==> src/rtl/line_serial_tx.sv <==
// UART-style line serializer: start bit, 8 data bits LSB-first, stop bit, with an idle gap before FAS bytes.
// Define LINE_SERIAL_TX_PARITY_EN to insert an even-parity bit between the data bits and the stop bit.
module line_serial_tx #(
  parameter int CLKS_PER_BIT = 868,
  parameter int GAP_BITS     = 4,
  parameter int FRM_CNT_W    = 16
) (
  input  logic                 i_clk,
  input  logic                 i_rst,
  input  logic [7:0]           i_frame_data,
  input  logic                 i_frame_data_valid,
  input  logic                 i_frame_data_fas,
  output logic                 o_frame_data_ready,
  output logic                 o_tx_serial,
  output logic                 o_tx_busy,
  output logic [FRM_CNT_W-1:0] o_frame_cnt
);

  localparam int TMR_W      = $clog2(CLKS_PER_BIT);
  localparam int GAP_CYC    = GAP_BITS * CLKS_PER_BIT;
  localparam int GAP_W      = (GAP_CYC > 1) ? $clog2(GAP_CYC) : 1;
  localparam int GAP_LAST_I = (GAP_CYC > 0) ? GAP_CYC - 1 : 0;

  localparam logic [TMR_W-1:0] TMR_LAST = TMR_W'(CLKS_PER_BIT - 1);
  localparam logic [GAP_W-1:0] GAP_LAST = GAP_W'(GAP_LAST_I);

  localparam logic [2:0] S_IDLE   = 3'd0;
  localparam logic [2:0] S_GAP    = 3'd1;
  localparam logic [2:0] S_START  = 3'd2;
  localparam logic [2:0] S_DATA   = 3'd3;
  localparam logic [2:0] S_STOP   = 3'd4;
`ifdef LINE_SERIAL_TX_PARITY_EN
  localparam logic [2:0] S_PARITY = 3'd5;
`endif

  logic [2:0]           state_q, state_d;
  logic [TMR_W-1:0]     tmr_q, tmr_d;
  logic [GAP_W-1:0]     gap_q, gap_d;
  logic [2:0]           idx_q, idx_d;
  logic [7:0]           shreg_q, shreg_d;
  logic [FRM_CNT_W-1:0] cnt_q, cnt_d;
  logic                 tx_q, tx_d;
  logic                 ready_q, ready_d;
  logic                 busy_q, busy_d;
  logic                 accept;
`ifdef LINE_SERIAL_TX_PARITY_EN
  logic                 par_q, par_d;
`endif

  // ready_q is only ever high in IDLE, so it alone qualifies the handshake
  assign accept = i_frame_data_valid & ready_q;

  always_comb begin
    state_d = state_q;
    tmr_d   = tmr_q;
    gap_d   = gap_q;
    idx_d   = idx_q;
    shreg_d = shreg_q;
    cnt_d   = cnt_q;
`ifdef LINE_SERIAL_TX_PARITY_EN
    par_d   = par_q;
`endif
    case (state_q)
      S_IDLE: begin
        if (accept) begin
          shreg_d = i_frame_data;
`ifdef LINE_SERIAL_TX_PARITY_EN
          par_d   = ^i_frame_data;
`endif
          tmr_d   = '0;
          gap_d   = '0;
          idx_d   = '0;
          if (i_frame_data_fas) cnt_d = cnt_q + FRM_CNT_W'(1);
          state_d = (i_frame_data_fas && (GAP_BITS > 0)) ? S_GAP : S_START;
        end
      end
      S_GAP: begin
        if (gap_q == GAP_LAST) begin
          gap_d   = '0;
          state_d = S_START;
        end else begin
          gap_d = gap_q + GAP_W'(1);
        end
      end
      S_START: begin
        if (tmr_q == TMR_LAST) begin
          tmr_d   = '0;
          idx_d   = '0;
          state_d = S_DATA;
        end else begin
          tmr_d = tmr_q + TMR_W'(1);
        end
      end
      S_DATA: begin
        if (tmr_q == TMR_LAST) begin
          tmr_d   = '0;
          shreg_d = {1'b0, shreg_q[7:1]};
          if (idx_q == 3'd7) begin
`ifdef LINE_SERIAL_TX_PARITY_EN
            state_d = S_PARITY;
`else
            state_d = S_STOP;
`endif
          end else begin
            idx_d = idx_q + 3'd1;
          end
        end else begin
          tmr_d = tmr_q + TMR_W'(1);
        end
      end
`ifdef LINE_SERIAL_TX_PARITY_EN
      S_PARITY: begin
        if (tmr_q == TMR_LAST) begin
          tmr_d   = '0;
          state_d = S_STOP;
        end else begin
          tmr_d = tmr_q + TMR_W'(1);
        end
      end
`endif
      S_STOP: begin
        if (tmr_q == TMR_LAST) begin
          tmr_d   = '0;
          state_d = S_IDLE;
        end else begin
          tmr_d = tmr_q + TMR_W'(1);
        end
      end
      default: state_d = S_IDLE;
    endcase

    // Line level is decoded from the next state so the output register lines up with it
    case (state_d)
      S_START:  tx_d = 1'b0;
      S_DATA:   tx_d = shreg_d[0];
`ifdef LINE_SERIAL_TX_PARITY_EN
      S_PARITY: tx_d = par_q;
`endif
      default:  tx_d = 1'b1;
    endcase
    ready_d = (state_d == S_IDLE);
    busy_d  = (state_d != S_IDLE);
  end

  always_ff @(posedge i_clk) begin
    if (i_rst) begin
      state_q <= S_IDLE;
      tmr_q   <= '0;
      gap_q   <= '0;
      idx_q   <= '0;
      cnt_q   <= '0;
      tx_q    <= 1'b1;
      ready_q <= 1'b0;
      busy_q  <= 1'b0;
    end else begin
      state_q <= state_d;
      tmr_q   <= tmr_d;
      gap_q   <= gap_d;
      idx_q   <= idx_d;
      cnt_q   <= cnt_d;
      tx_q    <= tx_d;
      ready_q <= ready_d;
      busy_q  <= busy_d;
    end
  end

  // Byte holding register carries no reset; it is only read after a fresh load
  always_ff @(posedge i_clk) begin
    shreg_q <= shreg_d;
`ifdef LINE_SERIAL_TX_PARITY_EN
    par_q   <= par_d;
`endif
  end

  assign o_frame_data_ready = ready_q;
  assign o_tx_serial        = tx_q;
  assign o_tx_busy          = busy_q;
  assign o_frame_cnt        = cnt_q;

endmodule

==> config.mk <==
export PLATFORM = sky130hd
export DESIGN_NAME = line_serial_tx
export DESIGN_NICKNAME = d
export VERILOG_FILES = /design/src/rtl/line_serial_tx.sv
export SDC_FILE = /design/constraint.sdc
export NUM_CORES = 1
export LEC_CHECK = 0
export BUFFER_PORTS_ARGS = -buffer_cell sky130_fd_sc_hd__buf_2
export CAP_MARGIN = 20
export CORE_UTILIZATION = 35
export DETAILED_ROUTE_END_ITERATION = 7
export HOLD_SLACK_MARGIN = 0.1
export SLEW_MARGIN = 20
export SYNTH_ARGS = -nofsm -noshare
export SYNTH_HDL_FRONTEND = slang
export SYNTH_SLANG_ARGS = --single-unit
==> constraint.sdc <==
create_clock -name i_clk -period 1.7 [get_ports i_clk]
set_input_delay 0.17 -clock i_clk [delete_from_list [all_inputs] [get_ports i_clk]]
set_output_delay 0.17 -clock i_clk [all_outputs]
set_load 0.03 [all_outputs]
==> flow_summary_export.csv, run 1 <==
group,metric,value,unit
critical_path,crit_path_frequent_cell,"buf_6",
final_layout,final_cell_area,3500,µm²
power,p_per_area,727.2,nW/µm²
floorplanning,die_h,89.81,µm
clock_network,insertion_delay,310,ps
global_route,grt_max_degree,37,
sta,worst_slew_pin_slew,691.1,ps
drt,drt_iter0_markers,159,
flow_run,drv_cap,0,
logic_synthesis,async_flop_share,0,
critical_path,r2r_end,"shreg_q[2]",
critical_path,cp.arrival,1700,ps
final_layout,layout.nets,382,
sta,post-route-period-util,0.9762,
critical_path,cp_data_required_time,1740,ps
run_status,status,"complete, no violations",
worst_hold_path,hp-class,"in -> reg",
logic_synthesis,syn_area_per_cell,8.820,µm²
critical_path,path_class,"reg -> reg",
final_layout,area_growth,29.67,%
clock_network,h-tree-depth,2,
drt,routed_via_density,5.280,
global_route,antenna_found_initial,0,
sta,finalCriticalPeriod,1659,ps
critical_path,crit_chain,"or3_4 > nor3_4 > buf_6 > a31oi_1 > nor2_2 > buf_6",
global_route,grt_pass1_vias,2256,
drt,first_pass_iters,4,
final_layout,drive_gt1_frac,0.3087,
logic_synthesis,syn_area,2699,µm²
drt,drcViolationCount,0,
critical_path,reg2reg_depth,6,
logic_synthesis,synthTopCellsByCount,"48 x dfxtp_1, 36 x nor2_1, 28 x nand2_1, 20 x a21oi_1, 15 x nor3_1",
logic_synthesis,synth_top_area_cell,"dfxtp_1",
drt,num_vias,2455,
clock_network,clkTransAtPathRegs,100,ps
critical_path,crit_path_max_incr_delay,400,ps
floorplanning,rows,31,
global_route,gr-total-overflow,0,
power,vdd_ir_drop_max,0.0004914,V
logic_synthesis,ys_seq_area_frac,0.4339,
clock_network,cts_root_buffer,"clkbuf_8",
logic_synthesis,synth.most_common_cell,"dfxtp_1",
drt,postRouteAntennaNets,0,
final_layout,diodes,0,
floorplanning,die_area,8066,µm²
critical_path,crit_family,"simple AND/OR/NAND/NOR gates",
placed_design,dpl_cell_area,3169,µm²
sta,fmax,602.6,MHz
critical_path,regToRegStartpoint,"tmr_q[3]",
sta,fin_worst_skew,5.622,ps
placed_design,gp_congestion,0.8113,
clock_network,cts_buffers,5,
logic_synthesis,synth-seq-cells,55,
critical_path,rrSetupSlack,40,ps
sta,slew_headroom,0.5393,
floorplanning,core_area,7370,µm²
critical_path,startpoint_type,"register",
sta,setup_viol,0,
floorplanning,ios,31,
clock_network,cts.sinks,55,
logic_synthesis,synth.distinct_cells,54,
placed_design,portBuffers,30,
worst_hold_path,holdPathEnd,"shreg_q[6]",
worst_hold_path,min_from,"i_frame_data[6]",
sta,rsz0062_at_grt,"yes",
floorplanning,die_w,89.81,µm
power,power.leakage,1.251,nW
critical_path,crit_path_top_delay_cell,"or3_4",
sta,hold_viol,0,
sta,whs,153.4,ps
logic_synthesis,synth_top_cell_area_share,0.3561,
final_layout,fin_util,0.4749,
global_route,grt_pass1_wl,10.47,mm
logic_synthesis,synthesis.nets,323,
sta,drv_slew,0,
placed_design,dp_hpwl,4.334,mm
floorplanning,start_util,0.3662,
critical_path,end_kind,"register",
clock_network,tritoncts,"done",
global_route,grt_usage,0.1552,
critical_path,path_max_fanout,7,
worst_hold_path,whs_path_depth,2,
final_layout,fillers,750,
drt,wl,6.362,mm
logic_synthesis,ys_top_cells_by_area,"dfxtp_1 36%, edfxtp_1 7.8%, nor2_1 5.0%",
logic_synthesis,synth_edf_count,7,
clock_network,clk_path_buf_depth,2,
logic_synthesis,ys_warn_count,0,
drt,wl_per_cell,13.68,µm
logic_synthesis,ys.flop_type,"dfxtp_1",
logic_synthesis,syn_inst,306,
critical_path,crit_buf_inv,2,
-- where the power goes --
part           internal [mW]  total, mW  leakage (nW)  switching [mW]
clock                  0.389      0.846        0.0569           0.458
combinational          0.137      0.320         0.735           0.183
sequential              1.35       1.38         0.459          0.0279
total                   1.88       2.54          1.25           0.668
-- layer usage --
| metal | vias to the layer above | track usage | wire (µm) |
|---|---|---|---|
| li1 | 1246 | - | - |
| met1 | 1161 | 0.2138 | 3191 |
| met2 | 42 | 0.2455 | 2911 |
| met3 | 6 | 0.02792 | 179 |
| met4 | 0 | 0.04918 | 80 |
| met5 | - | 0 | 0 |
-- metrics by stage --
step	cells	TNS, ps	power, mW	setup slack, ps
after floorplan	306	0	1.593	4.565
after global placement	454	0	1.694	33.52
after detailed placement	454	-5.601	1.695	-3.339
after CTS	463	0	2.542	18.17
after global routing	465	-240.0	2.648	-31.82
final	465	0	2.545	40.53
-- cells by family (layout without fill, tap and decap cells) --
logic type / count (synthesis) / in the layout / share of synthesized area
and+or+nand+nor: 138 / 138 / 0.2661
AOI/OAI and AO/OA: 72 / 72 / 0.1868
DFF: 55 / 55 / 0.4339
buffers and inverters: 20 / 80 / 0.03569
xor gates and xnor gates: 11 / 11 / 0.03570
adders and majority gates: 5 / 5 / 0.02318
muxes: 5 / 5 / 0.01855
-- sequential cells by signal, indices dropped and copies added (netlist names) --
name and flops:
shreg_q 8, o_tx_serial 1, o_frame_cnt 16, tmr_q 10, state_q 3, idx_q 3, o_frame_data_ready 1, o_tx_busy 1
gap_q 12
-- timing repair --
action | 4_1_cts | 5_1_grt
setup buffers | 1 | 2
hold buffers | 0 | 0
gates cloned | 0 | 1
resized for setup | 4 | 36
setup endpoints to repair | 16 | 41
pin swaps | 0 | 12
-- worst max path at each step --
stage / from / endpoint / cells after the start
floorplan: tmr_q[0] / shreg_q[1] / 6
global placement: tmr_q[3] / state_q[2] / 5
detailed placement: state_q[1] / gap_q[11] / 5
CTS: tmr_q[0] / o_tx_serial / 7
global route: state_q[0] / o_frame_cnt[15] / 7
finish: tmr_q[3] / shreg_q[2] / 6
-- placed cells by master, fill, tap and decap left out, drive strengths merged, types with 6 or more instances in the layout --
master  count
buf        68
edfxtp      7
a22o        6
xnor2      10
o21ai      11
clkbuf      6
nand3      12
a311oi     14
nor2       38
nor3       17
dfxtp      48
a21oi      21
nand2      28
-- area by class of cell --
| class | instances | area (µm²) | share of cell area |
|---|---|---|---|
| clock buffers | 6 | 93.84 | 0.02681 |
| clock inverters | 2 | 17.52 | 0.005005 |
| inverters | 4 | 15.01 | 0.004290 |
| multi-input cells | 231 | 1602 | 0.4576 |
| flip-flops and latches | 55 | 1181 | 0.3375 |
| well taps | 99 | 123.9 | 0.03540 |
| repair buffers | 68 | 466.7 | 0.1334 |
(Power assumes the default switching activity.)
==> run 2, diff against run 1 <==
CORE_MARGIN = 2   (was default)
==> run 2 against run 1 <==
  * The flow now finishes with violations (setup timing)
  * Largest power group unchanged
  * Worst setup slack worse by 48 ps
  * Global-route usage down 0.54 points
  * Power down 3.8%
  * Sequential power about the same
  * Register-to-register slack worse by 50 ps
  * Non-clock buffer count up 3
  * Die area up 4.5%
  * Highest routed layer unchanged
  * Critical endpoint unchanged
==> flow_summary_export.csv, run 2 (synthesis results as in run 1) <==
group,metric,value,unit
run_status,violations,"setup timing",
floorplanning,ios,31,
floorplanning,die_area,8429,µm²
sta,whs,151.6,ps
sta,fmax,585.8,MHz
global_route,gr-total-overflow,0,
power,swShare,0.2745,
power,vdd_ir_drop_max,0.0003427,V
power,p_per_area,719.3,nW/µm²
drt,wl_per_cell,13.14,µm
sta,rsz0062_at_grt,"yes",
drt,wl_met1,3.166,mm
clock_network,cts_root_buffer,"clkbuf_8",
sta,post-route-period-util,1.004,
critical_path,path_class,"reg -> reg",
drt,route.met2.wl,2.734,mm
final_layout,largest_reg_flops,16,
sta,hold_viol,0,
sta,slew_headroom,0.5442,
floorplanning,die_w,91.81,µm
final_layout,fin_util,0.4474,
global_route,grt_pass1_wl,10.43,mm
critical_path,crit_path_top_delay_cell,"or3_4",
final_layout,fillers,770,
critical_path,crit_chain,"or3_4 > nor3_4 > buf_6 > a31oi_4 > nor2_2 > buf_6",
final_layout,layout_common_cells,"44 x dfxtp_1, 37 x buf_4, 35 x nor2_1",
drt,wl,6.191,mm
clock_network,clk_path_buf_depth,2,
clock_network,clkTransAtPathRegs,100,ps
critical_path,crit_buf_inv,2,
placed_design,dp_hpwl,4.346,mm
global_route,grt_usage,0.1497,
critical_path,crit_path_frequent_cell,"buf_6",
sta,fin_worst_skew,10.86,ps
final_layout,seq_area,1176,µm²
clock_network,h-tree-depth,2,
drt,top_layer,"met4",
power,combPwrFrac,0.125,
drt,drcViolationCount,0,
floorplanning,die_h,91.81,µm
drt,first_pass_iters,4,
final_layout,final_common_cell,"dfxtp_1",
floorplanning,rows,32,
critical_path,startpoint_type,"register",
floorplanning,core_area,7607,µm²
final_layout,drive_gt1_frac,0.2900,
critical_path,cp_data_required_time,1740,ps
clock_network,cts_buffers,5,
sta,worst_slew_pin_slew,683.6,ps
sta,setup_slack,-7.097,ps
drt,postRouteAntennaNets,0,
critical_path,end_kind,"register",
critical_path,path_max_fanout,6,
worst_hold_path,hp-class,"in -> reg",
critical_path,cp.arrival,1750,ps
floorplanning,start_util,0.3548,
placed_design,gp_congestion,0.7871,
critical_path,crit_path_max_incr_delay,400,ps
clock_network,insertion_delay,320,ps
final_layout,multi_input_area,1518,µm²
final_layout,final_cell_area,3403,µm²
final_layout,area_growth,26.10,%
global_route,antenna_found_initial,0,
power,pwr-share-seq,0.563,
power,clockPowerShare,0.312,
placed_design,portBuffers,30,
drt,num_vias,2444,
sta,drv_slew,0,
sta,setup_viol,7,
global_route,grt_max_degree,39,
final_layout,diodes,0,
power,internal_power,1.776,mW
drt,wl_met3,205,µm
clock_network,cts.sinks,55,
placed_design,dpl_cell_area,3191,µm²
drt,routed_via_density,5.189,
run_status,status,"complete, but fails checks",
final_layout,layout.nets,385,
drt,drt_iter0_markers,158,
clock_network,tritoncts,"done",
flow_run,drv_cap,0,
sta,finalCriticalPeriod,1707,ps
global_route,grt_pass1_vias,2243,
power,p_sw,0.6720,mW
critical_path,crit_family,"simple AND/OR/NAND/NOR gates",
power,power.leakage,1.244,nW
==> run 2: layer usage <==
metal / vias to the layer above / track usage
li1: 1251 / -
met1: 1140 / 0.2066
met2: 46 / 0.2439
met3: 7 / 0.02712
met4: 0 / 0.03607
met5: - / 0
==> run 2: final timing paths <==
path,startpoint,end,slack [ps],cells after the start
setup / recovery,tmr_q[3],shreg_q[2],-7,6
hold / removal,i_frame_data[6],shreg_q[6],150,2
setup reg to reg,tmr_q[3],shreg_q[2],-7,6
hold reg to reg,o_frame_cnt[15],o_frame_cnt[15],500,2
==> run 2: per-stage QoR <==
| step | cells | setup WS [ps] | TNS (ps) | power (mW) |
|---|---|---|---|---|
| 6_report | 471 | -7.097 | -34.48 | 2.448 |
| 5_1_grt | 471 | -81.06 | -1090 | 2.546 |
| 4_1_cts | 469 | 6.275 | 0 | 2.449 |
| 3_5_place_dp | 461 | -45.46 | -207.1 | 1.695 |
| 3_3_place_gp | 461 | -46.49 | -255.2 | 1.696 |
| 2_1_floorplan | 306 | 4.565 | 0 | 1.593 |
==> run 2: layout make-up <==
| type | count | area share |
|---|---|---|
| timing repair buffer | 71 | 0.1390 |
| clock inverter | 3 | 0.007353 |
| clock buffer | 5 | 0.02022 |
| multi-input combinational | 231 | 0.4460 |
| tap | 102 | 0.03750 |
| inverter | 4 | 0.004412 |
| sequential | 55 | 0.3456 |
==> run 2: what timing repair did <==
action	in CTS	in global routing
endpoints found under the setup margin	8	36
gates resized for setup	2	23
pin swaps	0	15
buffers inserted	0	2
hold buffers	0	0
==> run 2: worst register-to-register path: stages, from the launching register on <==
cell     delay, ps
dfxtp_2        330
or3_4          400
nor3_4         190
buf_6          150
a31oi_4         80
nor2_2         160
buf_6          130
==> run 2: power groups by stage <==
stage / clock network [mW] / logic, mW / registers, mW
finish: 0.763 / 0.307 / 1.38
detailed placement: 0 / 0.290 / 1.41
CTS: 0.781 / 0.292 / 1.38
floorplan: 0 / 0.178 / 1.41
global route: 0.829 / 0.335 / 1.38
global placement: 0 / 0.290 / 1.41
==> run 3, diff against run 2 <==
CORE_UTILIZATION = 52   (was 35)
PLACE_DENSITY = 0.75   (was default)
==> run 3 against run 2 <==
  * The run still ends with setup timing left
  * Count of clock-buffer cells in the layout is the same
  * Clock power grew 3.0%
  * Largest cell class unchanged
  * Worst setup slack lost 2.0 ps
  * Sequential power is essentially flat
  * Non-clock buffer count shrank 1
  * Wire length grew 2.4%
  * Sequential cell count is the same
  * Maximum frequency shrank 0.12%
  * Largest power group unchanged
==> flow_summary_export.csv, run 3 (synthesis results as in run 1) <==
group,metric,value,unit
run_status,status,"complete, but fails checks",
run_status,violations,"setup timing",
sta,rsz0062_at_grt,"yes",
floorplanning,ios,31,
clock_network,cts_buffers,5,
sta,setup_viol,8,
power,power.leakage,1.257,nW
power,p_per_area,717.8,nW/µm²
final_layout,layout.nets,384,
drt,postRouteAntennaNets,0,
critical_path,cp_data_required_time,1740,ps
critical_path,path_class,"reg -> reg",
clock_network,h-tree-depth,2,
sta,worst_slew_pin_slew,610.6,ps
final_layout,fin_util,0.6834,
worst_hold_path,holdPathEnd,"shreg_q[2]",
clock_network,insertion_delay,320,ps
final_layout,drive_gt1_frac,0.3125,
final_layout,final_cell_area,3446,µm²
sta,fin_worst_skew,13.86,ps
final_layout,final_common_cell,"dfxtp_1",
global_route,use_met2,0.3598,
sta,drv_slew,0,
drt,num_vias,2495,
final_layout,layout_common_cells,"38 x dfxtp_1, 35 x nor2_1, 34 x buf_4",
floorplanning,die_h,76.04,µm
sta,post-route-period-util,1.005,
clock_network,cts.sinks,55,
global_route,grt-busiest-layer,"met2",
critical_path,path_max_fanout,7,
drt,drcViolationCount,0,
final_layout,layout.cells.non_filler,438,
worst_hold_path,hp-class,"in -> reg",
sta,setup_slack,-9.108,ps
floorplanning,rows,26,
floorplanning,die_w,76.04,µm
flow_run,drv_cap,0,
critical_path,reg2reg_depth,7,
sta,slew_headroom,0.5929,
drt,wl_per_cell,14.47,µm
placed_design,portBuffers,30,
final_layout,largest_reg_flops,16,
global_route,gr-usage-met3,0.03555,
sta,whs,146.0,ps
placed_design,dp.cells,426,
drt,routed_via_density,5.696,
clock_network,cts_root_buffer,"clkbuf_8",
floorplanning,die_area,5782,µm²
clock_network,clk_path_buf_depth,2,
critical_path,cp.arrival,1750,ps
placed_design,dpl_cell_area,3128,µm²
sta,hold_viol,0,
clock_network,clkTransAtPathRegs,110,ps
critical_path,end_kind,"register",
worst_hold_path,whs_path_depth,2,
global_route,grt_pass1_vias,2294,
placed_design,dp_hpwl,4.064,mm
clock_network,tritoncts,"done",
critical_path,r2r_end,"shreg_q[2]",
global_route,grt_usage,0.2145,
placed_design,gp_congestion,0.8200,
drt,drt_iter0_markers,169,
placed_design,dp_slack,-48.79,ps
critical_path,rrSetupSlack,-9,ps
worst_hold_path,min_from,"i_frame_data[2]",
critical_path,startpoint_type,"register",
sta,fmax,585.1,MHz
global_route,grt_max_degree,33,
floorplanning,core_area,5042,µm²
final_layout,diodes,0,
sta,finalCriticalPeriod,1709,ps
final_layout,area_growth,27.68,%
floorplanning,start_util,0.5352,
critical_path,regToRegStartpoint,"tmr_q[0]",
drt,first_pass_iters,4,
global_route,use_met1,0.2753,
power,vdd_ir_drop_max,0.0005042,V
global_route,gr-total-overflow,0,
drt,wl,6.340,mm
global_route,antenna_found_initial,0,
global_route,grt_pass1_wl,10.26,mm
[run 3: changes by cell type in the layout (fill, tap and decap cells not counted), sizes merged]
cell / previous run / this run
buf: 71 / 70
clkinv: 2 / 0
inv: 4 / 6
[run 3: area by class of cell]
type	count	area (µm²)
fillers	416	1597
multi-input cells	231	1588
flip-flops and latches	55	1186
repair buffers	70	473.0
well taps	70	87.58
clock buffers	5	68.82
clock inverters	3	27.53
inverters	4	15.01
[run 3: power by group]
group	switching [mW]	internal (mW)
clock	0.479	0.307
sequential	0.0329	1.35
combinational	0.178	0.127
total	0.690	1.78
[run 3: per-layer routing]
metal | up-vias | wire (µm)
met5 | - | 0
li1 | 1253 | -
met4 | 0 | 112
met1 | 1194 | 2911
met2 | 37 | 3145
met3 | 11 | 170
[run 3: how the worst max path moves through the flow]
| stage | startpoint | to | slack [ps] | cells after the start |
|---|---|---|---|---|
| after floorplan | tmr_q[0] | shreg_q[1] | 5 | 6 |
| after global placement | gap_q[4] | o_tx_serial | 30 | 6 |
| after detailed placement | gap_q[4] | o_tx_serial | -50 | 6 |
| after CTS | state_q[1] | tmr_q[8] | 0.4 | 6 |
| after global routing | tmr_q[0] | shreg_q[2] | -70 | 7 |
| final | tmr_q[0] | shreg_q[2] | -9 | 7 |
[run 3: critical path, stage by stage (launching register included)]
cell and delay, ps:
dfxtp_2 380, ha_4 140, nand4b_1 190, nor3_4 210
buf_6 160, a31oi_4 100, nor2_4 140, buf_6 120
[run 3: per-stage QoR]
| stage | setup TNS, ps | power, mW |
|---|---|---|
| 6_report | -47.49 | 2.473 |
| 5_1_grt | -934.8 | 2.568 |
| 4_1_cts | 0 | 2.446 |
| 3_5_place_dp | -89.43 | 1.680 |
| 3_3_place_gp | 0 | 1.676 |
| 2_1_floorplan | 0 | 1.593 |
[run 3: what timing repair did]
item / 4_1_cts / 5_1_grt
setup buffers: 1 / 3
pin swaps: 2 / 14
setup endpoints to repair: 9 / 46
gates resized for setup: 3 / 41
hold buffers: 0 / 0
